File: config.mk
export PLATFORM = sky130hd
export DESIGN_NAME = bram18_port_master
export DESIGN_NICKNAME = d
export VERILOG_FILES = /design/src/rtl/bram18_pkg.sv /design/src/rtl/bram18_rsp_fifo.sv /design/src/rtl/bram18_port_master.sv
export SDC_FILE = /design/constraint.sdc
export NUM_CORES = 1
export LEC_CHECK = 0
export BUFFER_PORTS_ARGS = -buffer_cell sky130_fd_sc_hd__buf_2
export CORE_ASPECT_RATIO = 1.25
export CORE_MARGIN = 8
export CORE_UTILIZATION = 45
export DETAILED_ROUTE_END_ITERATION = 10
export PLACE_DENSITY = 0.79
export SETUP_SLACK_MARGIN = 0.4
export SLEW_MARGIN = 20
export SYNTH_ARGS = -nofsm -noshare
export SYNTH_HDL_FRONTEND = slang
export SYNTH_SLANG_ARGS = --single-unit
File: constraint.sdc
create_clock -name CLK -period 4.15 [get_ports CLK]
set_input_delay 0.2075 -clock CLK [delete_from_list [all_inputs] [get_ports CLK]]
set_output_delay 0.2075 -clock CLK [all_outputs]
set_load 0.05 [all_outputs]
File: src/rtl/bram18_pkg.sv
// Shared widths, word type, grant encoding and byte-parity helper for the BRAM18 port master.
// Latency: n/a (types, constants and a pure function only).
// Backpressure: n/a.
package bram18_pkg;

  localparam int ADDR_W = 10;
  localparam int DATA_W = 16;
  localparam int PAR_W  = 2;
  localparam int WORD_W = DATA_W + PAR_W;

  // One RAM word as stored: {parity, data}
  typedef logic [WORD_W-1:0] word_t;

  typedef enum logic [1:0] {
    GNT_NONE,
    GNT_WR,
    GNT_RD
  } grant_e;

  // Per-byte reduction XOR: bit i covers data byte i
  function automatic logic [PAR_W-1:0] byte_parity(input logic [DATA_W-1:0] d);
    logic [PAR_W-1:0] p;
    p = '0;
    for (int i = 0; i < PAR_W; i++) begin
      p[i] = ^d[8*i +: 8];
    end
    return p;
  endfunction

endpackage

File: src/rtl/bram18_rsp_fifo.sv
// Synchronous response FIFO holding captured RAM read words, in order.
// Latency: a word pushed at a clock edge is visible at the head in the next cycle.
// Backpressure: none internally; the caller's credit scheme keeps push away from a full FIFO.
module bram18_rsp_fifo #(
  parameter int WIDTH = 18,
  parameter int DEPTH = 2
) (
  input  logic                         CLK,
  input  logic                         RST,
  input  logic                         push,
  input  logic [WIDTH-1:0]             push_dat,
  input  logic                         pop,
  output logic [WIDTH-1:0]             pop_dat,
  output logic                         full,
  output logic                         empty,
  output logic [$clog2(DEPTH+1)-1:0]   count
);
  import bram18_pkg::*;

  localparam int PTR_W = (DEPTH > 1) ? $clog2(DEPTH) : 1;
  localparam int CNT_W = $clog2(DEPTH + 1);

  logic [WIDTH-1:0] mem [DEPTH];
  logic [PTR_W-1:0] wr_ptr;
  logic [PTR_W-1:0] rd_ptr;
  logic             do_push;
  logic             do_pop;

  function automatic logic [PTR_W-1:0] ptr_inc(input logic [PTR_W-1:0] p);
    return (p == PTR_W'(DEPTH - 1)) ? '0 : p + PTR_W'(1);
  endfunction

  assign empty   = (count == '0);
  assign full    = (count == CNT_W'(DEPTH));
  assign do_pop  = pop & ~empty;
  // At full, a same-cycle pop frees the head slot that the push then reuses
  assign do_push = push & (~full | do_pop);
  assign pop_dat = mem[rd_ptr];

  // Pointer and occupancy bookkeeping
  always_ff @(posedge CLK or posedge RST) begin
    if (RST) begin
      wr_ptr <= '0;
      rd_ptr <= '0;
      count  <= '0;
    end else begin
      if (do_push) wr_ptr <= ptr_inc(wr_ptr);
      if (do_pop)  rd_ptr <= ptr_inc(rd_ptr);
      count <= count + CNT_W'(do_push) - CNT_W'(do_pop);
    end
  end

  // Storage needs no reset; occupancy alone decides what is valid
  always_ff @(posedge CLK) begin
    if (do_push) mem[wr_ptr] <= push_dat;
  end

endmodule

File: src/rtl/bram18_port_master.sv
// Merges write and read request channels onto one 1Kx18 BRAM port; reads return via a response FIFO.
// Latency: write lands at the accept edge; read accept to RSP_VALID is 2 cycles.
// Backpressure: reads are admitted only with a free response credit; writes never stall except for arbitration.
// Build option: define BRAM18_PORT_MASTER_PARITY_EN to generate byte parity on writes and flag read parity errors on PAR_ERR.
module bram18_port_master #(
  parameter int ADDR_W    = bram18_pkg::ADDR_W,
  parameter int DATA_W    = bram18_pkg::DATA_W,
  parameter int PAR_W     = bram18_pkg::PAR_W,
  parameter int RSP_DEPTH = 2
) (
  input  logic                    CLK,
  input  logic                    RST,
  input  logic                    WR_VALID,
  output logic                    WR_READY,
  input  logic [ADDR_W-1:0]       WR_ADDR,
  input  logic [DATA_W+PAR_W-1:0] WR_DATA,
  input  logic                    RD_VALID,
  output logic                    RD_READY,
  input  logic [ADDR_W-1:0]       RD_ADDR,
  output logic                    RSP_VALID,
  input  logic                    RSP_READY,
  output logic [DATA_W+PAR_W-1:0] RSP_DATA,
  output logic [ADDR_W-1:0]       RAM_ADDR,
  output logic [DATA_W-1:0]       RAM_DI,
  output logic [PAR_W-1:0]        RAM_DIP,
  output logic                    RAM_EN,
  output logic                    RAM_WE,
  output logic                    RAM_SSR,
`ifdef BRAM18_PORT_MASTER_PARITY_EN
  output logic                    PAR_ERR,
`endif
  input  logic [DATA_W-1:0]       RAM_DO,
  input  logic [PAR_W-1:0]        RAM_DOP
);
  import bram18_pkg::*;

  localparam int WORD_W = DATA_W + PAR_W;
  localparam int FCNT_W = $clog2(RSP_DEPTH + 1);
  localparam int CNT_W  = FCNT_W + 1;

  grant_e            gnt;
  grant_e            last_grant;
  logic              rd_inflight;
  logic              push;
  logic              pop;
  logic              fifo_full;
  logic              fifo_empty;
  logic [FCNT_W-1:0] fifo_count;
  logic [CNT_W-1:0]  credit_cnt;
  logic              rd_ok;
  logic              wr_elig;
  logic              rd_elig;
  logic [WORD_W-1:0] cap_dat;
  logic [PAR_W-1:0]  wr_dip;
  logic [ADDR_W-1:0] addr_q, addr_nxt;
  logic [DATA_W-1:0] di_q, di_nxt;
  logic [PAR_W-1:0]  dip_q, dip_nxt;

  // Credit: an outstanding read and every queued word each hold one FIFO slot;
  // a pop in this cycle frees its slot in time for a new read
  assign pop        = ~fifo_empty & RSP_READY;
  assign push       = rd_inflight;
  assign credit_cnt = CNT_W'(fifo_count) + CNT_W'(rd_inflight);
  assign rd_ok      = (credit_cnt - CNT_W'(pop)) < CNT_W'(RSP_DEPTH);

  // Nothing is granted while reset is held
  assign wr_elig = WR_VALID & ~RST;
  assign rd_elig = RD_VALID & rd_ok & ~RST;

  // Arbitration: a lone eligible requester wins; contention alternates with the previous winner
  always_comb begin
    gnt = GNT_NONE;
    if (wr_elig && rd_elig) begin
      gnt = (last_grant == GNT_WR) ? GNT_RD : GNT_WR;
    end else if (wr_elig) begin
      gnt = GNT_WR;
    end else if (rd_elig) begin
      gnt = GNT_RD;
    end
  end

`ifdef BRAM18_PORT_MASTER_PARITY_EN
  assign wr_dip  = byte_parity(WR_DATA[DATA_W-1:0]);
  assign PAR_ERR = rd_inflight & (byte_parity(RAM_DO) != RAM_DOP);
`else
  assign wr_dip  = WR_DATA[DATA_W +: PAR_W];
`endif

  // RAM address/data follow the granted request and otherwise hold, so idle cycles do not toggle the bus
  always_comb begin
    addr_nxt = addr_q;
    di_nxt   = di_q;
    dip_nxt  = dip_q;
    case (gnt)
      GNT_WR: begin
        addr_nxt = WR_ADDR;
        di_nxt   = WR_DATA[DATA_W-1:0];
        dip_nxt  = wr_dip;
      end
      GNT_RD: addr_nxt = RD_ADDR;
      default: ;
    endcase
  end

  assign WR_READY = (gnt == GNT_WR);
  assign RD_READY = (gnt == GNT_RD);
  assign RAM_EN   = (gnt != GNT_NONE);
  assign RAM_WE   = (gnt == GNT_WR);
  assign RAM_SSR  = 1'b0;
  assign RAM_ADDR = addr_nxt;
  assign RAM_DI   = di_nxt;
  assign RAM_DIP  = dip_nxt;

  // Grant history, read-in-flight flag and held RAM bus values
  always_ff @(posedge CLK or posedge RST) begin
    if (RST) begin
      rd_inflight <= 1'b0;
      last_grant  <= GNT_RD;
      addr_q      <= '0;
      di_q        <= '0;
      dip_q       <= '0;
    end else begin
      rd_inflight <= (gnt == GNT_RD);
      if (gnt != GNT_NONE) last_grant <= gnt;
      addr_q <= addr_nxt;
      di_q   <= di_nxt;
      dip_q  <= dip_nxt;
    end
  end

  // RAM output is valid the cycle after a read grant and is captured at the end of that cycle
  assign cap_dat = {RAM_DOP, RAM_DO};

  bram18_rsp_fifo #(
    .WIDTH (WORD_W),
    .DEPTH (RSP_DEPTH)
  ) u_rsp_fifo (
    .CLK      (CLK),
    .RST      (RST),
    .push     (push),
    .push_dat (cap_dat),
    .pop      (pop),
    .pop_dat  (RSP_DATA),
    .full     (fifo_full),
    .empty    (fifo_empty),
    .count    (fifo_count)
  );

  assign RSP_VALID = ~fifo_empty;

  // The credit limit must keep a capture from ever landing in a full FIFO
  a_no_push_when_full: assert property (@(posedge CLK) disable iff (RST) !(push && fifo_full));

endmodule
Yosys cells after proc, flatten, opt, wreduce, memory -nomap -nowiden. Memory sizes are Yosys's and may differ from the RTL's. Index checks and enable logic that the tools add are counted.

Bits in registers: 35. Latch bits: 0. Bits in writable memories: 36. Bits in read-only memories: 0. Input port bits: 61. Output and inout bits: 52. Memories: 1.

Memories: u_rsp_fifo.mem (depth 2, width 18, rd ports 1, clocked after Yosys merged registers in 0, wr ports 1, line bram18_rsp_fifo.sv:23) `logic [WIDTH-1:0] mem [DEPTH];`.

Add/subtract/negate cells: 6. Multiply operators: 0. Div/mod/pow operators: 0. Magnitude comparators: 1. Equal/unequal tests: 4. Shifts and indexed selects: 0. Multiplexer cells: 11. Bitwise operators: 10. Reductions and logical operators: 3.

Operator list (number): 10-bit one-hot mux with 2 select lines (1); 16-bit two-way mux (1); 2-bit two-way mux (5); 1-bit AND (6); 2-bit by 1-bit equality test with 1-bit output, second input constant (2); 2-bit equality test, second input constant (2); 1-bit two-way mux (4); 2-bit by 1-bit adder with 3-bit output (1); 3-bit by 2-bit < comparator with 1-bit output, second input constant (1); 1-bit NOT (3); 3-bit by 1-bit subtractor with 3-bit output (1); 1-bit adder, second input constant (2); 2-bit by 1-bit adder with 2-bit output (1); 2-bit zero test (1); 2-bit nonzero test (1); 2-bit by 1-bit subtractor with 2-bit output (1); 1-bit logical AND (1); 1-bit OR (1).

Longest topological paths before layout. Gate-level depths: netlist of the first run.

Depth in word-level cells: 12. Mapped depth: 12. Depth with buffers taken out: 10.

Hierarchy. A second synthesis of the first run with hierarchy kept.

Cells, all modules: 192. Area, all modules: 3015.4 sq um.

By module, submodules not included: bram18_rsp_fifo (times used 1, cells an instance 81, area an instance 1574.0 sq um); bram18_port_master (times used 1, cells an instance 111, area an instance 1441.4 sq um).

Worst setup path after synthesis of the first run. OpenSTA, ideal clock, no wires.

Path type: register -> output. Start point: register u_rsp_fifo.count[1]. End point: output port RAM_ADDR[0]. Data arrival time: 3581 ps. Required time: 3943 ps. Slack: 361 ps. Stages on the path, launching flop included: 11. Buffers on the path: 1. Cell sequence: dfrtp_1 > or2_2 > and2_1 > ha_1 > inv_1 > nand2_1 > fa_1 > and3b_1 > o211a_1 > clkbuf_1 > a221o_1.

Longest elaborated chain between the ends: 12. Elaborated cells on any way between the ends: 15.

Ends and longest elaborated chain: start: declaration (line bram18_rsp_fifo.sv:16) `output logic [$clog2(DEPTH+1)-1:0] count`; start signal: assignment (line bram18_rsp_fifo.sv:49) `count <= count + CNT_W'(do_push) - CNT_W'(do_pop);`; 2-bit zero test * (line bram18_rsp_fifo.sv:33) `assign empty = (count == '0);`; 1-bit NOT *; via RSP_VALID (line bram18_port_master.sv:20) `output logic RSP_VALID,`; 1-bit AND * (line bram18_port_master.sv:61) `assign pop = ~fifo_empty & RSP_READY;`; 3-bit by 1-bit subtractor with 3-bit output * (line bram18_port_master.sv:64) `assign rd_ok = (credit_cnt - CNT_W'(pop)) < CNT_W'(RSP_DEPTH);`; 3-bit by 2-bit < comparator with 1-bit output * (line bram18_port_master.sv:64); 1-bit AND * (2 in series) (line bram18_port_master.sv:68) `assign rd_elig = RD_VALID & rd_ok & ~RST;`; 2-bit two-way mux (line bram18_port_master.sv:77) `end else if (rd_elig) begin`; 2-bit two-way mux (line bram18_port_master.sv:75) `end else if (wr_elig) begin`; 2-bit two-way mux * (line bram18_port_master.sv:73) `if (wr_elig && rd_elig) begin`; 2-bit equality test * (line bram18_port_master.sv:94) `case (gnt)`; via RD_READY (line bram18_port_master.sv:18) `output logic RD_READY,`; 10-bit one-hot mux with 2 select lines * (line bram18_port_master.sv:94); end: declaration (line bram18_port_master.sv:23) `output logic [ADDR_W-1:0] RAM_ADDR,`.

Mark *: on every way through the listed nets, which the timed path passes. The rest lies on a longest branch.

Worst setup path after layout of the first run.
Start point: register u_rsp_fifo.count[1]. End point: output port RAM_DI[15].

Longest elaborated chain between the ends: 12. Elaborated cells on any way between the ends: 14.

Ends and longest elaborated chain: parallel branches: the longest is 3 deep, another holds 2-bit by 1-bit adder with 3-bit output; 3-bit by 1-bit subtractor with 3-bit output * (line bram18_port_master.sv:64); 3-bit by 2-bit < comparator with 1-bit output * (line bram18_port_master.sv:64); 1-bit AND * (2 in series) (line bram18_port_master.sv:68); 2-bit two-way mux (line bram18_port_master.sv:77); 2-bit two-way mux (line bram18_port_master.sv:75); 2-bit two-way mux * (line bram18_port_master.sv:73); 2-bit by 1-bit equality test with 1-bit output * (line bram18_port_master.sv:94); 16-bit two-way mux * (line bram18_port_master.sv:94); end: declaration (line bram18_port_master.sv:24) `output logic [DATA_W-1:0] RAM_DI,`.

Mark *: on every way between the ends.

==> flow_metrics.tcl, run 1 <==
set metrics [dict create \
    cts_root_buf "clkbuf_8" \
    design.die.area_sq_mm 0.009356 \
    wire_per_inst_microns 15.49 \
    place_ws_ns 0.5710 \
    finalSetupTns_ns 0 \
    dp.cells 363 \
    max_slew_margin 0.4499 \
    crit_buf_inv 4 \
    cpMaxStageDelayCell "dfrtp_2" \
    yosysWarnings 0 \
    fp.dieH_microns 106.2 \
    min_path_type "in2reg" \
    synth_cells 171 \
    synth_fp_nets 236 \
    critPathMaxStageDelay_ns 0.44 \
    slew_violations 0 \
    layout_min_cycle_time_ns 3.566 \
    final.period_utilization 0.8592 \
    tightestPinTransition_ns 0.8251 \
    cts_max_level 3 \
    drive_gt1_frac 0.5960 \
    hold_viol 0 \
    p_leak_nw 1.821 \
    dpl.hpwl_microns 4468 \
    vias_per_cell 4.760 \
    grt_max_degree 31 \
    ant_nets 0 \
    max_cap_violations 0 \
    diodes 0 \
    io_pins 113 \
    place.gp.congestion 0.7662 \
    ys_types 32 \
    arrival_ns 3.36 \
    nets 357 \
    ys_ff_latch 71 \
    crit_chain "or2_2, and2_1, ha_1, inv_1, nand2_1, fa_2, xnor2_4, a41o_1, buf_12, buf_12, mux2_2, buf_2" \
    cp.required_ns 3.94 \
    crit_fanout 14 \
    clock_latency_ns 0.33 \
    syn_to_final_growth_pct 31.94 \
    synthTopCellsByArea "edfxtp_1 (37%), dfrtp_1 (29%), mux2_2 (10%)" \
    ys_seq_area_frac 0.6691 \
    layout.cells.non_filler 384 \
    setup_slack_ns 0.5842 \
    start_kind "flip-flop" \
    numClockSinks 71 \
    grt_setup_unrepaired "no" \
    io_buffer_count 111 \
    core_area_sq_mm 0.006441 \
    status "complete, no violations" \
    grt_pass1_wl_microns 9556 \
    clockBufferDepth 2 \
    endpoint_kind "primary output" \
    peakVddDrop_mv 0.4963 \
    critical_path.startpoint "u_rsp_fifo.count[1]" \
    drc_errors 0 \
    rows 33 \
    skew_ns 0.007137 \
    initial_core_util 0.4544 \
    grt.overflow.total 0 \
    power.density_mw_per_mm2 802.9 \
    crit_family "adder cells" \
    numCtsBuffers 9 \
    hold_path.startpoint "RAM_DO[7]" \
    antenna_found_initial 0 \
    reg2reg_from "u_rsp_fifo.count[1]" \
    grt_pass1_vias 2034 \
    track_usage 0.1313 \
    first_pass_iters 4 \
    clkTransAtPathRegs_ns 0.08 \
    yosysTopAreaCellShare 0.3694 \
    cts_tree "built" \
    path_common_cell "buf_12" \
    setup_viol 0 \
    fmax_ghz 0.2804 \
    die_w_microns 88.13 \
    drtIter0Drc 22 \
    synth_area_per_cell_sq_um 17.11 \
    critical_path_class "reg2out" \
    syn_area_sq_mm 0.002927 \
    yosys.area.top_type "edfxtp_1" \
    route.vias.total 1828 \
    wl_microns 5948 \
]
[metal layers]
metal / vias up / track usage / wire (microns)
li1: 881 / - / -
met5: - / 0 / 0
met1: 861 / 0.1605 / 2418
met3: 5 / 0.04398 / 551
met2: 81 / 0.2081 / 2915
met4: 0 / 0.05091 / 62
[path summary, 6_finish.rpt]
| kind | to | slack, ns | cells after the start |
|---|---|---|---|
| min | u_rsp_fifo.mem[0][7] | 0.07 | 1 |
| min in group asynchronous | u_rsp_fifo.count[1] | 0.34 | 3 |
| max | RAM_DI[15] | 0.58 | 12 |
| min reg2reg | last_grant[0] | 0.49 | 1 |
| max in group asynchronous | last_grant[1] | 3.12 | 4 |
| max reg2reg | di_q[15] | 1.21 | 11 |
[flip-flops by register name, summed over array words and instances, names as in the netlist]
signal / cells
u_rsp_fifo.mem: 36
di_q: 16
addr_q: 10
dip_q: 2
last_grant: 2
u_rsp_fifo.count: 2
push: 1
u_rsp_fifo.rd_ptr: 1
u_rsp_fifo.wr_ptr: 1
[placed cells by master, fill, tap and decap left out, drive strengths merged, types with 3 or more instances in the layout]
cell | synthesis | layout
edfxtp | 36 | 36
clkbuf | 3 | 10
xor2 | 3 | 3
nor2 | 3 | 3
nand2 | 3 | 3
inv | 7 | 7
mux2 | 36 | 36
clkinv | 0 | 4
ha | 3 | 3
a221o | 10 | 10
o211a | 11 | 11
dfrtp | 34 | 34
buf | 6 | 117
[report_power, final]
| group | internal (mW) | switching [mW] | total, mW |
|---|---|---|---|
| Clock | 0.339 | 0.252 | 0.591 |
| Combinational | 0.486 | 1.01 | 1.50 |
| Sequential | 0.922 | 0.0916 | 1.01 |
[through the flow]
step / hold WS, ns / total power, mW / util / instance area, sq um
finish: 0.06601 / 3.100 / 0.5995 / 3861
CTS: 0.04880 / 3.086 / 0.5895 / 3797
global placement: 0.1438 / 2.435 / 0.5495 / 3540
detailed placement: 0.1535 / 2.456 / 0.5495 / 3540
floorplan: 0.3064 / 2.178 / - / 2928
global route: 0.04886 / 3.259 / 0.5995 / 3861
[cells in the mapped netlist]
| cell | number |
|---|---|
| edfxtp_1 | 36 |
| nand2b_1 | 1 |
| o31ai_1 | 1 |
| or2_2 | 1 |
| buf_6 | 2 |
| buf_12 | 1 |
| clkbuf_1 | 3 |
| nor2_1 | 3 |
| o211a_1 | 11 |
| xnor2_1 | 1 |
| buf_2 | 1 |
| mux2_2 | 26 |
| and2_1 | 2 |
| a221o_1 | 10 |
| fa_1 | 1 |
| xnor2_2 | 1 |
| nand2_1 | 3 |
| mux2_4 | 10 |
| buf_4 | 2 |
| and3b_1 | 1 |
| ha_1 | 3 |
| and2b_2 | 1 |
| nand3b_1 | 1 |
| conb_1 | 1 |
| dfrtp_1 | 34 |
| inv_1 | 6 |
| inv_2 | 1 |
| a41o_1 | 1 |
| a21oi_1 | 1 |
| a21o_1 | 1 |
| dfstp_2 | 1 |
| xor2_1 | 3 |
[kinds of logic (layout without fill, tap and decap cells)]
group                    after synthesis  count (layout)  synth area share
flip-flops                            71              71            0.6691
multiplexers                          36              36            0.1513
AND/OR/NAND/NOR                       13              13           0.02480
other                                  1               1          0.001281
adder cells (fa/ha/maj)                4               4           0.01967
AO/OA/AOI/OAI                         25              25           0.08209
buffers and inverters                 16             142           0.03420
XOR/XNOR                               5               5           0.01753
[cell type report]
type | instances | area, sq um
Clock buffer | 9 | 123.9
Inverter | 7 | 26.28
Clock inverter | 7 | 97.59
Timing Repair Buffer | 119 | 655.6
Tap cell | 87 | 108.9
Multi-Input combinational cell | 84 | 889.6
Sequential cell | 71 | 1959
Fill cell | 523 | 2580
[timing repair]
action | in CTS | in global routing
pin swaps | 2 | 2
setup endpoints to repair | 18 | 10
resized for setup | 9 | 3
hold endpoints to repair | 5 | 0
buffers inserted | 0 | 4
hold buffers | 1 | 0
[worst register-to-register path, stage by stage (launching register included)]
cell and delay, ns:
dfrtp_2 0.44, or2_2 0.28, and2_1 0.19, ha_1 0.28, inv_1 0.08, nand2_1 0.08
fa_2 0.42, xnor2_4 0.20, a41o_1 0.24, buf_12 0.12, buf_12 0.15, mux2_2 0.35
(Power assumes the default switching activity.)
==> run 2, diff against run 1 <==
- clock period: 4.15 -> 3.6 ns (I/O delays scaled with it)
==> run 2 against run 1 <==
Net effect: first-iteration DRC count is 9.1% lower; setup slack lost 0.22 ns; routed wire length increased by 21%; final cell count rose by 7.6%; critical path depth up 9; core utilization increased by 9.4 points; via count is 12% higher; combinational power rose by 64%; highest routed layer unchanged.
==> flow_metrics.tcl, run 2 (synthesized netlist as in run 1, its figures left out) <==
set metrics [dict create \
    track_usage 0.1487 \
    max_cap_violations 0 \
    power.density_mw_per_mm2 962.5 \
    final_cell_mix "buf_2 (83), edfxtp_1 (36), dfrtp_1 (33)" \
    arrival_ns 3.45 \
    crit_buf_inv 16 \
    hold_viol 0 \
    vias_per_cell 4.964 \
    place.gp.congestion 0.7585 \
    critPathMaxStageDelay_ns 0.40 \
    syn_to_final_growth_pct 52.63 \
    crit_fanout 2 \
    clock_latency_ns 0.33 \
    place_area_sq_mm 0.003555 \
    clockBufferDepth 2 \
    skew_ns 0.006212 \
    core_area_sq_mm 0.006441 \
    grt_setup_unrepaired "yes" \
    n_fill_cell 437 \
    final.period_utilization 0.8996 \
    nets 386 \
    design.die.area_sq_mm 0.009356 \
    critical_path_class "reg2reg" \
    grt.overflow.total 0 \
    crit_family "buffers and inverters" \
    largest_register_ffs 36 \
    fp.dieH_microns 106.2 \
    ant_nets 0 \
    post-route-cell-area_sq_mm 0.004467 \
    cts_root_buf "clkbuf_8" \
    final_common_cell "buf_2" \
    dpl.hpwl_microns 4473 \
    numClockSinks 71 \
    drc_errors 0 \
    status "complete, no violations" \
    rows 33 \
    first_pass_iters 4 \
    dp.cells 363 \
    wl_microns 7217 \
    start_kind "flip-flop" \
    route.vias.total 2050 \
    numCtsBuffers 9 \
    fmax_ghz 0.3088 \
    io_buffer_count 111 \
    drtIter0Drc 20 \
    initial_core_util 0.4544 \
    grt_pass1_wl_microns 10620 \
    grt_max_degree 31 \
    clkTransAtPathRegs_ns 0.07 \
    ff2ff_setup_slack_ns 0.36 \
    endpoint_kind "flip-flop" \
    path_common_cell "buf_4" \
    cts_max_level 3 \
    slew_violations 0 \
    drive_gt1_frac 0.6810 \
    antenna_found_initial 0 \
    crit_chain "or2_4, and2_4, ha_4, inv_4, buf_4, buf_6, buf_6, buf_6, buf_4, buf_4, buf_4, buf_6, buf_4, buf_4, buf_4, buf_4, buf_4, buf_4, buf_6, ha_4, xor2_2" \
    reg_top3 "u_rsp_fifo.mem: 36 flops, di_q: 16 flops, addr_q: 10 flops" \
    setup_slack_ns 0.3615 \
    cpMaxStageDelayCell "dfrtp_2" \
    min_path_type "in2reg" \
    io_pins 113 \
    cp.required_ns 3.82 \
    setup_viol 0 \
    max_slew_margin 0.4550 \
    place_ws_ns 0.3293 \
    peakVddDrop_mv 0.6207 \
    die_w_microns 88.13 \
    diodes 0 \
    wire_per_inst_microns 17.47 \
    tightestPinTransition_ns 0.8174 \
    layout_min_cycle_time_ns 3.238 \
    finalSetupTns_ns 0 \
    cts_tree "built" \
    grt_pass1_vias 2263 \
    holdWs_ns 0.03360 \
    layout.cells.non_filler 413 \
    largest-register "u_rsp_fifo.mem" \
    p_leak_nw 2.111 \
]
-- run 2: cell count changes in the layout (fill, tap and decap cells not counted), sizes merged --
cell	delta
buf	+28
bufbuf	+1
clkbuf	+1
clkinv	-1
-- run 2: area by class of cell --
type	count	area (sq um)	area share
inverters	7	33.78	0.007563
repair buffers	148	1157	0.2591
flip-flops and latches	71	1959	0.4387
well taps	87	108.9	0.02437
multi-input cells	84	994.7	0.2227
clock buffers	10	127.6	0.02857
clock inverters	6	85.08	0.01905
-- run 2: path summary, 6_finish.rpt --
kind | end | cells after the start | from
max | u_rsp_fifo.count[1] | 21 | u_rsp_fifo.count[1]
min | u_rsp_fifo.mem[0][7] | 1 | RAM_DO[7]
max reg2reg | u_rsp_fifo.count[1] | 21 | u_rsp_fifo.count[1]
min reg2reg | u_rsp_fifo.wr_ptr | 1 | u_rsp_fifo.wr_ptr
max in group asynchronous | last_grant[1] | 4 | RST
min in group asynchronous | u_rsp_fifo.count[0] | 3 | RST
-- run 2: timing repair --
item	4_1_cts	5_1_grt
gates cloned	2	1
hold buffers	1	0
resized for setup	67	38
setup buffers	24	6
pin swaps	6	7
setup endpoints to repair	31	30
endpoints found under the hold margin	5	0
-- run 2: report_power, final --
| group | switching (mW) | total (mW) | internal (mW) | leakage (nW) |
|---|---|---|---|---|
| clock | 0.276 | 0.664 | 0.388 | 0.104 |
| combinational | 1.37 | 2.46 | 1.09 | 1.27 |
| sequential | 0.110 | 1.17 | 1.06 | 0.740 |
-- run 2: stage by stage --
step | total power, mW | utilization
3_5_place_dp | 2.849 | 0.5519
2_1_floorplan | 2.528 | -
4_1_cts | 4.017 | 0.6589
6_report | 4.299 | 0.6935
3_3_place_gp | 2.824 | 0.5519
5_1_grt | 4.488 | 0.6935
-- run 2: worst reg2reg max path, delay by kind of cell, from the launching register on --
family	cells	cell delay [ns]
buf+inv	16	1.76
simple gates	2	0.40
flops	1	0.40
xor+xnor	1	0.15
fa+ha+maj	2	0.41
-- run 2: layer usage --
metal  share of wire  vias to the layer above  global-route usage
li1                -                      941                   -
met1            0.39                     1004              0.1703
met2            0.51                       89              0.2420
met3           0.081                       16             0.05093
met4           0.023                        0             0.07030
met5               0                        -                   0
==> run 3, diff against run 2 <==
- RECOVER_POWER: not set -> 100
==> run 3 against run 2 <==
Net effect: the flow now finishes with violations (capacitance limit, slew limit); clock power is essentially flat; combinational power fell by 2%; clock skew about the same; register-to-register slack got worse by 0.09 ns; first-iteration DRC count grew 75%; sequential power hardly changed; maximum frequency shrank 2.6%; worst hold slack about the same; via count shrank 0.63%; largest cell class unchanged; highest routed layer unchanged.
==> flow_metrics.tcl, run 3 (synthesized netlist as in run 1, its figures left out) <==
set metrics [dict create \
    finalSetupTns_ns 0 \
    fp.dieH_microns 106.2 \
    ant_nets 0 \
    final.period_utilization 0.9235 \
    largest_register_ffs 36 \
    drive_gt1_frac 0.5613 \
    post-route-cell-area_sq_mm 0.004403 \
    cts_root_buf "clkbuf_8" \
    io_pins 113 \
    cts_tree "built" \
    final_common_cell "buf_2" \
    fmax_ghz 0.3008 \
    grt.overflow.total 0 \
    critical_path_class "reg2reg" \
    crit_chain "or2_0, and2_0, ha_4, inv_4, buf_4, buf_6, buf_6, buf_6, buf_4, buf_4, clkbuf_4, buf_6, buf_4, buf_4, buf_4, buf_4, buf_4, buf_4, buf_6, ha_4, xor2_1" \
    die_w_microns 88.13 \
    wl_microns 7225 \
    nets 386 \
    cp.required_ns 3.84 \
    place.gp.congestion 0.7585 \
    critical_path.startpoint "u_rsp_fifo.count[1]" \
    p_leak_nw 2.002 \
    largest-register "u_rsp_fifo.mem" \
    min_path_type "in2reg" \
    critPathMaxStageDelay_ns 0.40 \
    reg_top3 "u_rsp_fifo.mem: 36 flops, di_q: 16 flops, addr_q: 10 flops" \
    max_slew_margin -0.08339 \
    crit_fanout 2 \
    arrival_ns 3.56 \
    grt_pass1_vias 2263 \
    initial_core_util 0.4544 \
    first_pass_iters 4 \
    layout_min_cycle_time_ns 3.324 \
    grt_pass1_wl_microns 10620 \
    reg2reg_from "u_rsp_fifo.count[1]" \
    place_area_sq_mm 0.003555 \
    cpMaxStageDelayCell "dfrtp_2" \
    skew_ns 0.006288 \
    grt_max_degree 31 \
    max_cap_violations 1 \
    drtIter0Drc 35 \
    peakVddDrop_mv 0.6160 \
    grt_setup_unrepaired "yes" \
    design.die.area_sq_mm 0.009356 \
    wire_per_inst_microns 17.49 \
    status "finished, violations left" \
    clockBufferDepth 2 \
    drc_errors 0 \
    endpoint_kind "flip-flop" \
    hold_path.startpoint "RAM_DO[7]" \
    syn_to_final_growth_pct 50.45 \
    clock_latency_ns 0.33 \
    clkTransAtPathRegs_ns 0.07 \
    violations "capacitance limit, slew limit" \
    cts_max_level 3 \
    vias_per_cell 4.932 \
    antenna_found_initial 0 \
    slew_violations 31 \
    numCtsBuffers 9 \
    final_cell_mix "buf_2 (51), clkbuf_1 (36), edfxtp_1 (36)" \
    core_area_sq_mm 0.006441 \
    numClockSinks 71 \
    start_kind "flip-flop" \
    tightestPinTransition_ns 1.625 \
    setup_viol 0 \
    ff2ff_setup_slack_ns 0.28 \
    diodes 0 \
    dpl.hpwl_microns 4473 \
    rows 33 \
    route.vias.total 2037 \
    path_common_cell "buf_4" \
    io_buffer_count 111 \
    power.density_mw_per_mm2 965.5 \
    track_usage 0.1487 \
    hold_viol 0 \
]
[run 3: changes by cell type in the layout (fill, tap and decap cells not counted), moves of 2 or more]
cell	before	now
clkbuf_1	1	36
buf_2	83	51
buf_4	24	18
clkbuf_4	0	3
and2_0	0	2
[run 3: metrics by stage]
step	instances	worst slack, ns	hold WS (ns)	total power [mW]	utilization
after floorplan	171	0.4040	0.2789	2.528	-
after global placement	363	0.3981	0.1246	2.824	0.5519
after detailed placement	363	0.3293	0.1379	2.849	0.5519
after CTS	406	0.3530	0.02234	4.017	0.6589
after global routing	413	0.1578	0.01604	4.443	0.6836
final	413	0.2756	0.03374	4.251	0.6836
[run 3: path summary, 6_finish.rpt]
| path | endpoint | depth (start not counted) |
|---|---|---|
| hold / removal | u_rsp_fifo.mem[0][7] | 1 |
| setup reg to reg | u_rsp_fifo.count[1] | 21 |
| setup / recovery | u_rsp_fifo.count[1] | 21 |
| max in group asynchronous | di_q[13] | 4 |
| hold reg to reg | last_grant[0] | 1 |
| min in group asynchronous | u_rsp_fifo.count[0] | 3 |
[run 3: report_power, final]
group          switching [mW]  internal, mW
Combinational            1.37          1.04
Sequential              0.108          1.06
Clock                   0.277         0.388
[run 3: what timing repair did]
action                                  CTS  global route
hold buffers                              1             0
resized for setup                        67            38
gates cloned                              2             1
buffers inserted                         24             6
pin swaps                                 6             7
endpoints found under the setup margin   31            30
endpoints found under the hold margin     5             0
[run 3: layer usage]
metal	vias up	part of all wire	track usage
li1	942	-	-
met1	990	0.39	0.1703
met2	89	0.51	0.2420
met3	16	0.083	0.05093
met4	0	0.023	0.07030
met5	-	0	0
[run 3: final cells by class]
class	instances	area [sq um]
timing repair buffer	148	1106
tap	87	108.9
fill	452	2038
clock buffer	10	127.6
inverter	7	33.78
clock inverter	6	85.08
sequential	71	1959
multi-input combinational	84	982.2
[run 3: worst max-delay path, delay by kind of cell (launching register included)]
kind | cells | cell delay [ns]
buffers and inverters | 16 | 1.78
XOR/XNOR | 1 | 0.18
adder cells (fa/ha/maj) | 2 | 0.45
AND/OR/NAND/NOR | 2 | 0.44
flip-flops | 1 | 0.40
